<file path="src/rtl/mem_arbiter_pkg.sv">
// Shared definitions for the memory arbiter and the memory block it drives:
// sequencer state encoding and the memory mode flag values.
package mem_arbiter_pkg;

  typedef enum logic [1:0] {
    ST_IDLE    = 2'd0,
    ST_WAIT    = 2'd1,
    ST_RELEASE = 2'd2
  } arb_state_t;

  localparam logic MMODE_READ  = 1'b0;
  localparam logic MMODE_WRITE = 1'b1;

  // Width of a requester index / round-robin pointer for 2..4 requesters.
  function automatic int ptr_width(input int n_req);
    return (n_req > 2) ? 2 : 1;
  endfunction

endpackage

</file>
<file path="src/rtl/mem_arbiter_rr_picker.sv">
// Combinational round-robin selector: first valid requester at or above ptr,
// wrapping modulo N_REQ. Returns one-hot grant, its index and an any flag.
module rr_picker #(
  parameter int N_REQ = 2,
  parameter int PTR_W = 1
) (
  input  logic [N_REQ-1:0] valid,
  input  logic [PTR_W-1:0] ptr,
  output logic [N_REQ-1:0] grant,
  output logic [PTR_W-1:0] idx,
  output logic             any
);

  // Scan from the farthest offset down so the nearest valid requester wins.
  always_comb begin
    int j;
    j     = 0;
    grant = '0;
    idx   = '0;
    any   = 1'b0;
    for (int k = N_REQ - 1; k >= 0; k--) begin
      j = int'(ptr) + k;
      if (j >= N_REQ) j = j - N_REQ;
      if (valid[PTR_W'(j)]) begin
        grant              = '0;
        grant[PTR_W'(j)]   = 1'b1;
        idx                = PTR_W'(j);
        any                = 1'b1;
      end
    end
  end

endmodule

</file>
<file path="src/rtl/mem_arbiter.sv">
// Round-robin arbiter/sequencer sharing one word memory between N_REQ requesters.
// Optional WAIT watchdog enabled by defining MEM_ARB_TIMEOUT_EN.
module mem_arbiter
  import mem_arbiter_pkg::*;
#(
  parameter int N_REQ   = 2,
  parameter int ADDR_W  = 16,
  parameter int DATA_W  = 16,
  parameter int TIMEOUT = 15
) (
  input  logic                clk,
  input  logic                reset,
  input  logic [N_REQ-1:0]    req_valid,
  input  logic [N_REQ-1:0]    req_mode,
  input  logic [N_REQ*ADDR_W-1:0] req_addr,
  input  logic [N_REQ*DATA_W-1:0] req_wdata,
  output logic [N_REQ-1:0]    req_grant,
  output logic [N_REQ-1:0]    req_done,
  output logic [DATA_W-1:0]   rdata,
  output logic                err,
  output logic                mem_request,
  output logic                mem_mode,
  output logic [ADDR_W-1:0]   mem_locator,
  output logic [DATA_W-1:0]   mem_write_bus,
  input  logic [DATA_W-1:0]   mem_read_bus,
  input  logic                mem_response
);

  localparam int PTR_W = ptr_width(N_REQ);

  if (N_REQ < 2 || N_REQ > 4 || TIMEOUT < 1) begin : g_param_check
    $error("mem_arbiter: N_REQ must be 2..4 and TIMEOUT at least 1");
  end

  arb_state_t       state;
  logic [PTR_W-1:0] ptr;
  logic [PTR_W-1:0] owner;
  logic [N_REQ-1:0] pick_grant;
  logic [PTR_W-1:0] pick_idx;
  logic             pick_any;
  logic             timed_out;

  logic [ADDR_W-1:0] addr_arr  [N_REQ];
  logic [DATA_W-1:0] wdata_arr [N_REQ];

  for (genvar g = 0; g < N_REQ; g++) begin : g_unpack
    assign addr_arr[g]  = req_addr[g*ADDR_W +: ADDR_W];
    assign wdata_arr[g] = req_wdata[g*DATA_W +: DATA_W];
  end

  rr_picker #(
    .N_REQ (N_REQ),
    .PTR_W (PTR_W)
  ) u_picker (
    .valid (req_valid),
    .ptr   (ptr),
    .grant (pick_grant),
    .idx   (pick_idx),
    .any   (pick_any)
  );

`ifdef MEM_ARB_TIMEOUT_EN
  localparam int CNT_W = $clog2(TIMEOUT + 1);
  logic [CNT_W-1:0] wait_cnt;

  // Fires on the TIMEOUT-th edge spent in WAIT without a response.
  assign timed_out = (wait_cnt == CNT_W'(TIMEOUT - 1));

  always_ff @(posedge clk) begin
    if (reset) begin
      wait_cnt <= '0;
    end else if (state == ST_WAIT && !mem_response && !timed_out) begin
      wait_cnt <= wait_cnt + CNT_W'(1);
    end else begin
      wait_cnt <= '0;
    end
  end
`else
  assign timed_out = 1'b0;
`endif

  always_ff @(posedge clk) begin
    if (reset) begin
      state         <= ST_IDLE;
      ptr           <= '0;
      owner         <= '0;
      req_grant     <= '0;
      req_done      <= '0;
      rdata         <= '0;
      err           <= 1'b0;
      mem_request   <= 1'b0;
      mem_mode      <= MMODE_READ;
      mem_locator   <= '0;
      mem_write_bus <= '0;
    end else begin
      req_grant <= '0;
      req_done  <= '0;
      err       <= 1'b0;
      case (state)
        ST_IDLE: begin
          // A response still high from before a reset must clear first.
          if (pick_any && !mem_response) begin
            mem_request   <= 1'b1;
            mem_mode      <= req_mode[pick_idx];
            mem_locator   <= addr_arr[pick_idx];
            mem_write_bus <= wdata_arr[pick_idx];
            req_grant     <= pick_grant;
            owner         <= pick_idx;
            ptr           <= (pick_idx == PTR_W'(N_REQ - 1)) ? '0 : pick_idx + PTR_W'(1);
            state         <= ST_WAIT;
          end
        end
        ST_WAIT: begin
          // Request drops on the response edge so the memory sees it low at its next negedge.
          if (mem_response) begin
            mem_request <= 1'b0;
            if (mem_mode != MMODE_WRITE) rdata <= mem_read_bus;
            req_done    <= N_REQ'(1) << owner;
            state       <= ST_RELEASE;
          end else if (timed_out) begin
            mem_request <= 1'b0;
            err         <= 1'b1;
            req_done    <= N_REQ'(1) << owner;
            state       <= ST_RELEASE;
          end
        end
        ST_RELEASE: begin
          if (!mem_response) state <= ST_IDLE;
        end
        default: state <= ST_IDLE;
      endcase
    end
  end

endmodule

</file>
<file path="config.mk">
export PLATFORM = sky130hd
export DESIGN_NAME = mem_arbiter
export DESIGN_NICKNAME = d
export VERILOG_FILES = /design/src/rtl/mem_arbiter_pkg.sv /design/src/rtl/mem_arbiter_rr_picker.sv /design/src/rtl/mem_arbiter.sv
export SDC_FILE = /design/constraint.sdc
export NUM_CORES = 1
export LEC_CHECK = 0
export ABC_AREA = 1
export CORE_ASPECT_RATIO = 0.7
export CORE_MARGIN = 1.5
export CORE_UTILIZATION = 42
export DETAILED_ROUTE_END_ITERATION = 16
export GPL_TIMING_DRIVEN = 0
export PLACE_DENSITY_LB_ADDON = 0.1
export SYNTH_ARGS = -nofsm -noshare
export SYNTH_HDL_FRONTEND = slang
export SYNTH_SLANG_ARGS = --single-unit
</file>
<file path="constraint.sdc">
create_clock -name clk -period 2.5 [get_ports clk]
set_input_delay 0.5 -clock clk [delete_from_list [all_inputs] [get_ports clk]]
set_output_delay 0.5 -clock clk [all_outputs]
set_load 0.02 [all_outputs]
</file>
==> out/results.txt, run 1 <==
The analysis attributes to cell leakage a power of 1.859 nW. The tree built by TritonCTS fans out to 57 sinks. The initial utilization of the core area, before any placement, comes to 44.84%. The number of buffers and inverters on the critical path is 1.

Setup violations remaining at the end of the flow were counted as 0. The largest individual stage delay along the critical path comes from the cell sky130_fd_sc_hd__clkdlybuf4s50_1. Via count of the first global-routing pass: 2645. The clock period could shrink to 1.801 ns.

The flow ran to the end, and the final reports show no timing, DRC or antenna violations. The logic depth of the worst register-to-register path is 7, and the vertical extent of the die is 69.40 um. For this design the ratio of total power to cell area is 538.8 mW/mm^2.

The count of final hold-check violations was 0. The via-per-instance ratio was 4.752. After global routing the overflow that remains totals 0. The tools report the element type at the critical path end as an output port. The worst register-to-register path begins at ptr$_SDFFE_PP0P_. Most common flop cell mapped by yosys: sky130_fd_sc_hd__dfxtp_1. The logs give 0.4634 ns for the worst hold margin and 624 for the count of placed standard cells in the final layout, fillers left out. The repair_antennas step left the layout with diodes totalling 0. The synthesized design contains 57 register bits. The worst flop-to-flop path endpoint is mem_locator[5]$_SDFFE_PP0P_. The post-CTS repair timing setup buffer count is 0. The tightest min-delay check is of the flip-flop to flip-flop type. The tools report the critical path required time as 2.00 ns.

The tools report the total instance count after detailed placement as 609. The floorplan step defined a die boundary enclosing 0.006790 mm^2. Adding up every negative setup slack in the final design gives 0 ns. The instance count along the most critical hold path is 2, and the register clock-pin slew on the reported worst setup and hold paths is 0.06 ns. Number of ports placed on the die boundary: 142. In this run, post-CTS hold repair placed 0 buffers. For flop-to-flop paths, the worst setup slack is 1.31 ns. In this run, synthesis inferred 0 flip-flops with an integrated enable. The tools report the origin of the worst min-delay path as mem_write_bus[0]$_SDFFE_PP0P_. On the worst path, the slowest cell contributes a delay of 0.64 ns. The tools report the Yosys warning count as 0. IR analysis of the VDD net gives a maximum drop of 0.0002551 V. The tree is rooted in a sky130_fd_sc_hd__clkbuf_8. The HPWL after detailed placement was 5829 um. The path with the worst hold slack has its endpoint at mem_write_bus[0]$_SDFFE_PP0P_. The global-route wire length before repair was 12130 um. The top cell type's share of synthesized area is 43.14%, and the netlist area before placement is 0.002645 mm^2.

The run gives 0 as the number of nets with antenna violations after routing. Sorting the synthesized cells by area gives the leading types as sky130_fd_sc_hd__dfxtp_1, sky130_fd_sc_hd__nand2_1, sky130_fd_sc_hd__a21oi_1. The critical path goes through clkdlybuf4s50_1. The share of synthesized area occupied by flip-flops and latches was 43.14%; the maximum net fanout on the critical path was 2. The first detailed-routing pass ran for 4 iterations. The die is 97.85 um wide. A synthesized cell averages 6.663 um^2. The share of post-route cells with drive strength above 1 is 8.743%, and the post-cts resize count is 0.

For the maximum level of the CTS H-tree, the log shows 3. Entering global routing, the biggest net connects 11 pins. The kind of critical path is flip-flop to output port.

The run gives 9 as the number of buffers added by the clock tree synthesis step. Compared with the post-synthesis result, the final layout area differs by 62.54%. The number of different library cells used by synthesis comes to 20. Cell family with the largest share of critical-path delay: buffers and inverters.

For the row count, the log shows 23. The count of buffers added on input and output ports is 136. For this block, the initial DRC count from the detailed router was 89. TritonCTS built the clock tree. The post-route clock period utilization is 72.03%. In the routed design, unresolved DRC markers number 0. The biggest area consumer among synthesized cells is sky130_fd_sc_hd__dfxtp_1. Synthesis handed over a netlist of 397 instances. After detailed routing, the total wire length is 7544 um. Total routing usage reported by global routing: 21.86%. At the end of routability-driven placement, the weighted congestion stood at 0.7611. The total area inside the core boundary comes to 0.005899 mm^2.

The run gives 0 as the initial antenna violation count. Setup repair after global routing left no endpoint under its margin. After filler insertion, the fill cell instance count of the layout stands at 498.

The critical path starts at mem_locator[14]$_SDFFE_PP0P_. The run gives 2 as the maximum clock insertion buffer count. For this block, the via count after detailed routing is 2965. After the last flow step, the layout net total stands at 632. Clock skew on the completed layout was measured at 0.002578 ns. Data arrives at the worst endpoint at 1.30 ns. After detailed routing, the average wire length per cell comes to 12.09 um.

Timing would allow up to 555.3 MHz. At the later pin of the worst-skew pair, clock insertion delay measures 0.32 ns. Of all flip-flops after synthesis, the portion carrying an async set or reset was 0%. The tools report the kind of start point of the critical path as a flip-flop.

The run gives 0 as the count of pins over their slew limit. Max-cap violations in this run came to 0.
## per-layer routing
| layer | vias up | global-route usage (%) | part of all wire [%] |
|---|---|---|---|
| li1 | 1517 | - | - |
| met1 | 1335 | 27.44 | 45 |
| met2 | 101 | 35.48 | 46 |
| met3 | 12 | 7.359 | 7.7 |
| met4 | 0 | 6.825 | 1.5 |
| met5 | - | 0 | 0 |
## tightest hold or removal path, cell delays in order (launching register included)
cell and delay [ns]:
sky130_fd_sc_hd__dfxtp_1 0.31, sky130_fd_sc_hd__nand2_1 0.06, sky130_fd_sc_hd__a21oi_1 0.06
## power by group
part           switching, mW  internal, mW
Combinational          0.233         0.263
Sequential            0.0232         0.953
Clock                  0.338         0.506
## Yosys cell counts (2+ instances only)
cell                       count
sky130_fd_sc_hd__nor2_1       38
sky130_fd_sc_hd__dfxtp_1      57
sky130_fd_sc_hd__nand2_4       2
sky130_fd_sc_hd__buf_4         9
sky130_fd_sc_hd__a21oi_1      35
sky130_fd_sc_hd__nand2_1     173
sky130_fd_sc_hd__buf_6         6
sky130_fd_sc_hd__inv_1        18
sky130_fd_sc_hd__inv_2         3
sky130_fd_sc_hd__nand3_1      34
sky130_fd_sc_hd__a21oi_2       2
sky130_fd_sc_hd__clkbuf_1      4
sky130_fd_sc_hd__buf_2         9
## state kept, by name, indices dropped and copies added (netlist names), 2 cells and up
signal and flops:
mem_locator 16, req_done 2, mem_write_bus 16, rdata 16, state 2
## kinds of logic (layout without fill, tap and decap cells)
| kind of cell | after synthesis | in the layout | synth area share [%] |
|---|---|---|---|
| flip-flops | 57 | 57 | 43.14 |
| buffers and inverters | 50 | 201 | 10.50 |
| AO/OA/AOI/OAI | 37 | 37 | 7.285 |
| AND/OR/NAND/NOR | 252 | 252 | 38.93 |
| other | 1 | 2 | 0.1418 |
## metrics by stage
stage | setup WS [ns] | utilization (%) | power [mW] | area (um^2)
floorplan | 1.195 | - | 1.235 | 2649
global route | 0.6263 | 72.87 | 2.419 | 4299
finish | 0.6992 | 72.87 | 2.316 | 4299
detailed placement | 0.6318 | 69.57 | 1.491 | 4104
CTS | 0.6847 | 72.87 | 2.327 | 4299
global placement | 0.6765 | 69.57 | 1.482 | 4104
## how the worst max path moves through the flow
stage | end | slack (ns) | cells after the start
2_1_floorplan | mem_locator[10]$_SDFFE_PP0P_ | 1.19 | 7
3_3_place_gp | rdata[4]$_SDFFE_PP0P_ | 0.68 | 7
3_5_place_dp | rdata[2]$_SDFFE_PP0P_ | 0.63 | 7
4_1_cts | mem_mode | 0.68 | 1
5_1_grt | mem_locator[14] | 0.63 | 1
6_report | mem_locator[14] | 0.70 | 1
## cells in the final DEF, fill, tap and decap left out, drive strengths merged, types with 2 or more instances in the layout
| master | n |
|---|---|
| nand3 | 34 |
| clkbuf | 16 |
| inv | 21 |
| nand2 | 176 |
| nor2 | 40 |
| buf | 24 |
| clkinv | 3 |
| conb | 2 |
| dfxtp | 57 |
| clkdlybuf4s50 | 136 |
| a21oi | 37 |
## area by class of cell
class	count	area (um^2)	area share [%]
clock inverter	3	40.04	0.9313
multi-input combinational	291	1230	28.61
tap	75	93.84	2.183
clock buffer	12	155.1	3.609
sequential	57	1141	26.54
buffer	28	195.2	4.540
timing repair buffer	136	1361	31.66
inverter	22	82.58	1.921
(Power assumes the default switching activity.)
==> inputs of run 2 (changes only) <==
Settings changed: CORE_UTILIZATION 42 to 35.
Clock period 2.5 ns to 1.6 ns, I/O delays scaled along.
==> run 2 against run 1 <==
Sequential share of layout area about the same; critical path depth unchanged; total power increased by 65%; clock power increased by 85%; die area increased by 19%; combinational power increased by 48%; global-route usage decreased by 1.9 points; routed wire length increased by 3.7%; worst hold slack got worse by 0.019 ns.
==> out/results.txt, run 2 (same netlist as run 1, synthesis figures left out) <==
The run finished with clean final reports. Data on the critical path is required at its endpoint by 1.28 ns. Counting every sink on the clock net gives 57. Number of buffers and inverters on the critical path: 1.

The worst hold path passes through 5 cells. The run gives 3 as the maximum level of the CTS H-tree. The worst hold-check path type was primary input to flip-flop.

Clock-pin slew was measured on the worst setup and hold paths at 0.06 ns. The die covers 0.008096 mm^2. The total area inside the core boundary comes to 0.007320 mm^2. The highest-delay cell along the critical path is sky130_fd_sc_hd__clkdlybuf4s50_1. The tools report the peak supply drop as 0.0004260 V. Of the cells placed in the final design, the portion with a size suffix greater than 1 is 8.743%. Maximum clock insertion buffer count: 2. After the last flow step, the layout net total stands at 632.

The row count is 26. Once placement finished, the instance area stood at 0.004133 mm^2. The most common library cell in the layout ignoring fill and taps was sky130_fd_sc_hd__nand2_1.

The logs give 114 for the first-iteration detailed-routing DRC count and 36.14% for the effective utilization at floorplan. The count of final hold-check violations was 0. The run gives 12280 um as the global-route wire length before repair. 0 antenna diodes ended up in the layout. The worst hold margin came out at 0.4446 ns.

Counting the buffers created by CTS gives 9. The critical path depth works out to 1. Of the total power, the share spent switching nets is 25.16%. Summed over all nets, the switching power comes to 0.9594 mW. The clock period minus final worst setup slack is 1.556 ns. The tools report the number of nets with antenna violations after routing as 0. The origin of the critical flop-to-flop path is ptr$_SDFFE_PP0P_. Timing would allow up to 642.9 MHz. TritonCTS built the clock tree. The vias after detailed routing is 2917, and the floorplan die width is 106.9 um. During I/O placement, the number of pins put on the boundary was 142.

Sequential cells account for 39.9% of the total power. The logs give 0.005101 ns for the worst-case clock skew and 5856 um for the HPWL after detailed placement. The finished cells cover 0.004304 mm^2.

The origin of the worst min-delay path is req_valid[0]. Setup violations remaining at the end of the flow were counted as 0. The start point of the critical path was req_grant[0]$_SDFF_PP0_. For this run, the total global-route usage over all layers was measured as 19.96%.

The worst setup path is of the flip-flop to output port kind. The wire length per cell after detailed routing came out at 12.09 um. The clock network accounts for 40.9% of the total power. The leakage power is 2.128 nW. For the initial antenna violation count, the log shows 0. Walking the worst path, the cells encountered are clkdlybuf4s50_1. In the finished design, the share of the clock period the worst path needs comes to 97.22%.

The share of total power dissipated in combinational logic is 19.2%. The area growth from synthesis to layout is 62.72%. The DRC violation count after routing is 0. In the final layout, the registers with the most flip-flops are mem_locator (16), mem_write_bus (16), rdata (16).

The worst setup path is captured at an output port. For the worst setup path, the data arrival time is 1.24 ns. The maximum net fanout on the critical path was 1. The total wire length after detailed routing was 7821 um. Library cell used as clock root buffer: sky130_fd_sc_hd__clkbuf_8. In the layout the commonest cells are sky130_fd_sc_hd__nand2_1, sky130_fd_sc_hd__clkdlybuf4s50_1, sky130_fd_sc_hd__dfxtp_1. The via count of the first global-routing pass is 2590, and the logic depth of the worst register-to-register path is 7. The first TritonRoute pass finished after 4 iterations.

The global placer's final weighted congestion came out at 0.7406. The vertical extent of the die was 75.74 um. Dividing total power by cell area gives a power density of 886.0 mW/mm^2.

Largest net degree at the start of global routing: 11. The kind of start point of the critical path is a flip-flop. The peak per-stage delay on the critical path was 0.60 ns; the number of buffers inserted by port buffering was 136. Summed over all layers, the global routing overflow is 0.

After detailed routing, the number of vias per cell comes to 4.509. Setup repair after global routing left no endpoint under its margin. The post-CTS repair timing setup buffer count was 0. On the critical path the largest part of the delay comes from buffers and inverters. The tool flagged a number of max-cap violations equal to 0.

The count of pins over their slew limit is 0. The run gives 2.854 mW as the internal cell power. Clock latency on the worst-skew pair, taken at its later pin, is 0.33 ns.
==> run 2: cell count changes in the layout (fill, tap and decap cells not counted), sizes merged <==
cell           delta
dlygate4sd2      +50
clkbuf            +1
dlymetal6s2s      +2
bufinv            +1
clkdlybuf4s50    -52
clkinv            -2
==> run 2: layout make-up <==
cell class                 instances  area, um^2
fill                             727        3015
timing repair buffer             136        1304
multi-input combinational        291        1230
sequential                        57        1141
buffer                            28       195.2
clock buffer                      13       168.9
tap                               98       122.6
inverter                          22       82.58
clock inverter                     2       60.06
==> run 2: path summary, 6_finish.rpt <==
check | slack [ns] | endpoint
worst max register to register | 0.40 | mem_locator[4]$_SDFFE_PP0P_
worst min register to register | 0.45 | req_done[0]$_SDFF_PP0_
worst min-delay path | 0.44 | mem_write_bus[4]$_SDFFE_PP0P_
worst max-delay path | 0.04 | req_grant[0]
==> run 2: repair_timing <==
action / 4_1_cts / 5_1_grt
resized for setup: 50 / 2
hold buffers: 0 / 0
endpoints found under the setup margin: 50 / 2
==> run 2: per-stage QoR <==
stage / util, % / worst slack, ns / TNS, ns / power, mW / instances
2_1_floorplan: - / 0.4747 / 0 / 1.930 / 398
3_3_place_gp: 56.46 / -0.07479 / -0.8262 / 2.322 / 632
3_5_place_dp: 56.46 / -0.1009 / -1.499 / 2.333 / 632
4_1_cts: 58.74 / 0.001177 / 0 / 3.856 / 647
5_1_grt: 58.80 / 0.004846 / 0 / 3.997 / 647
6_report: 58.80 / 0.04450 / 0 / 3.814 / 647
==> run 2: power groups by stage <==
| stage | Combinational, mW | Clock [mW] | Sequential, mW |
|---|---|---|---|
| finish | 0.732 | 1.56 | 1.52 |
| CTS | 0.738 | 1.59 | 1.52 |
| global route | 0.810 | 1.66 | 1.53 |
| floorplan | 0.299 | 0 | 1.63 |
| detailed placement | 0.777 | 0 | 1.56 |
| global placement | 0.768 | 0 | 1.55 |
==> run 2: routing by layer <==
metal | track usage, % | wire length, um | vias up
li1 | - | - | 1519
met1 | 24.08 | 3584 | 1303
met2 | 33.26 | 3598 | 89
met3 | 8.298 | 571 | 6
met4 | 5.778 | 66 | 0
met5 | 0 | 0 | -
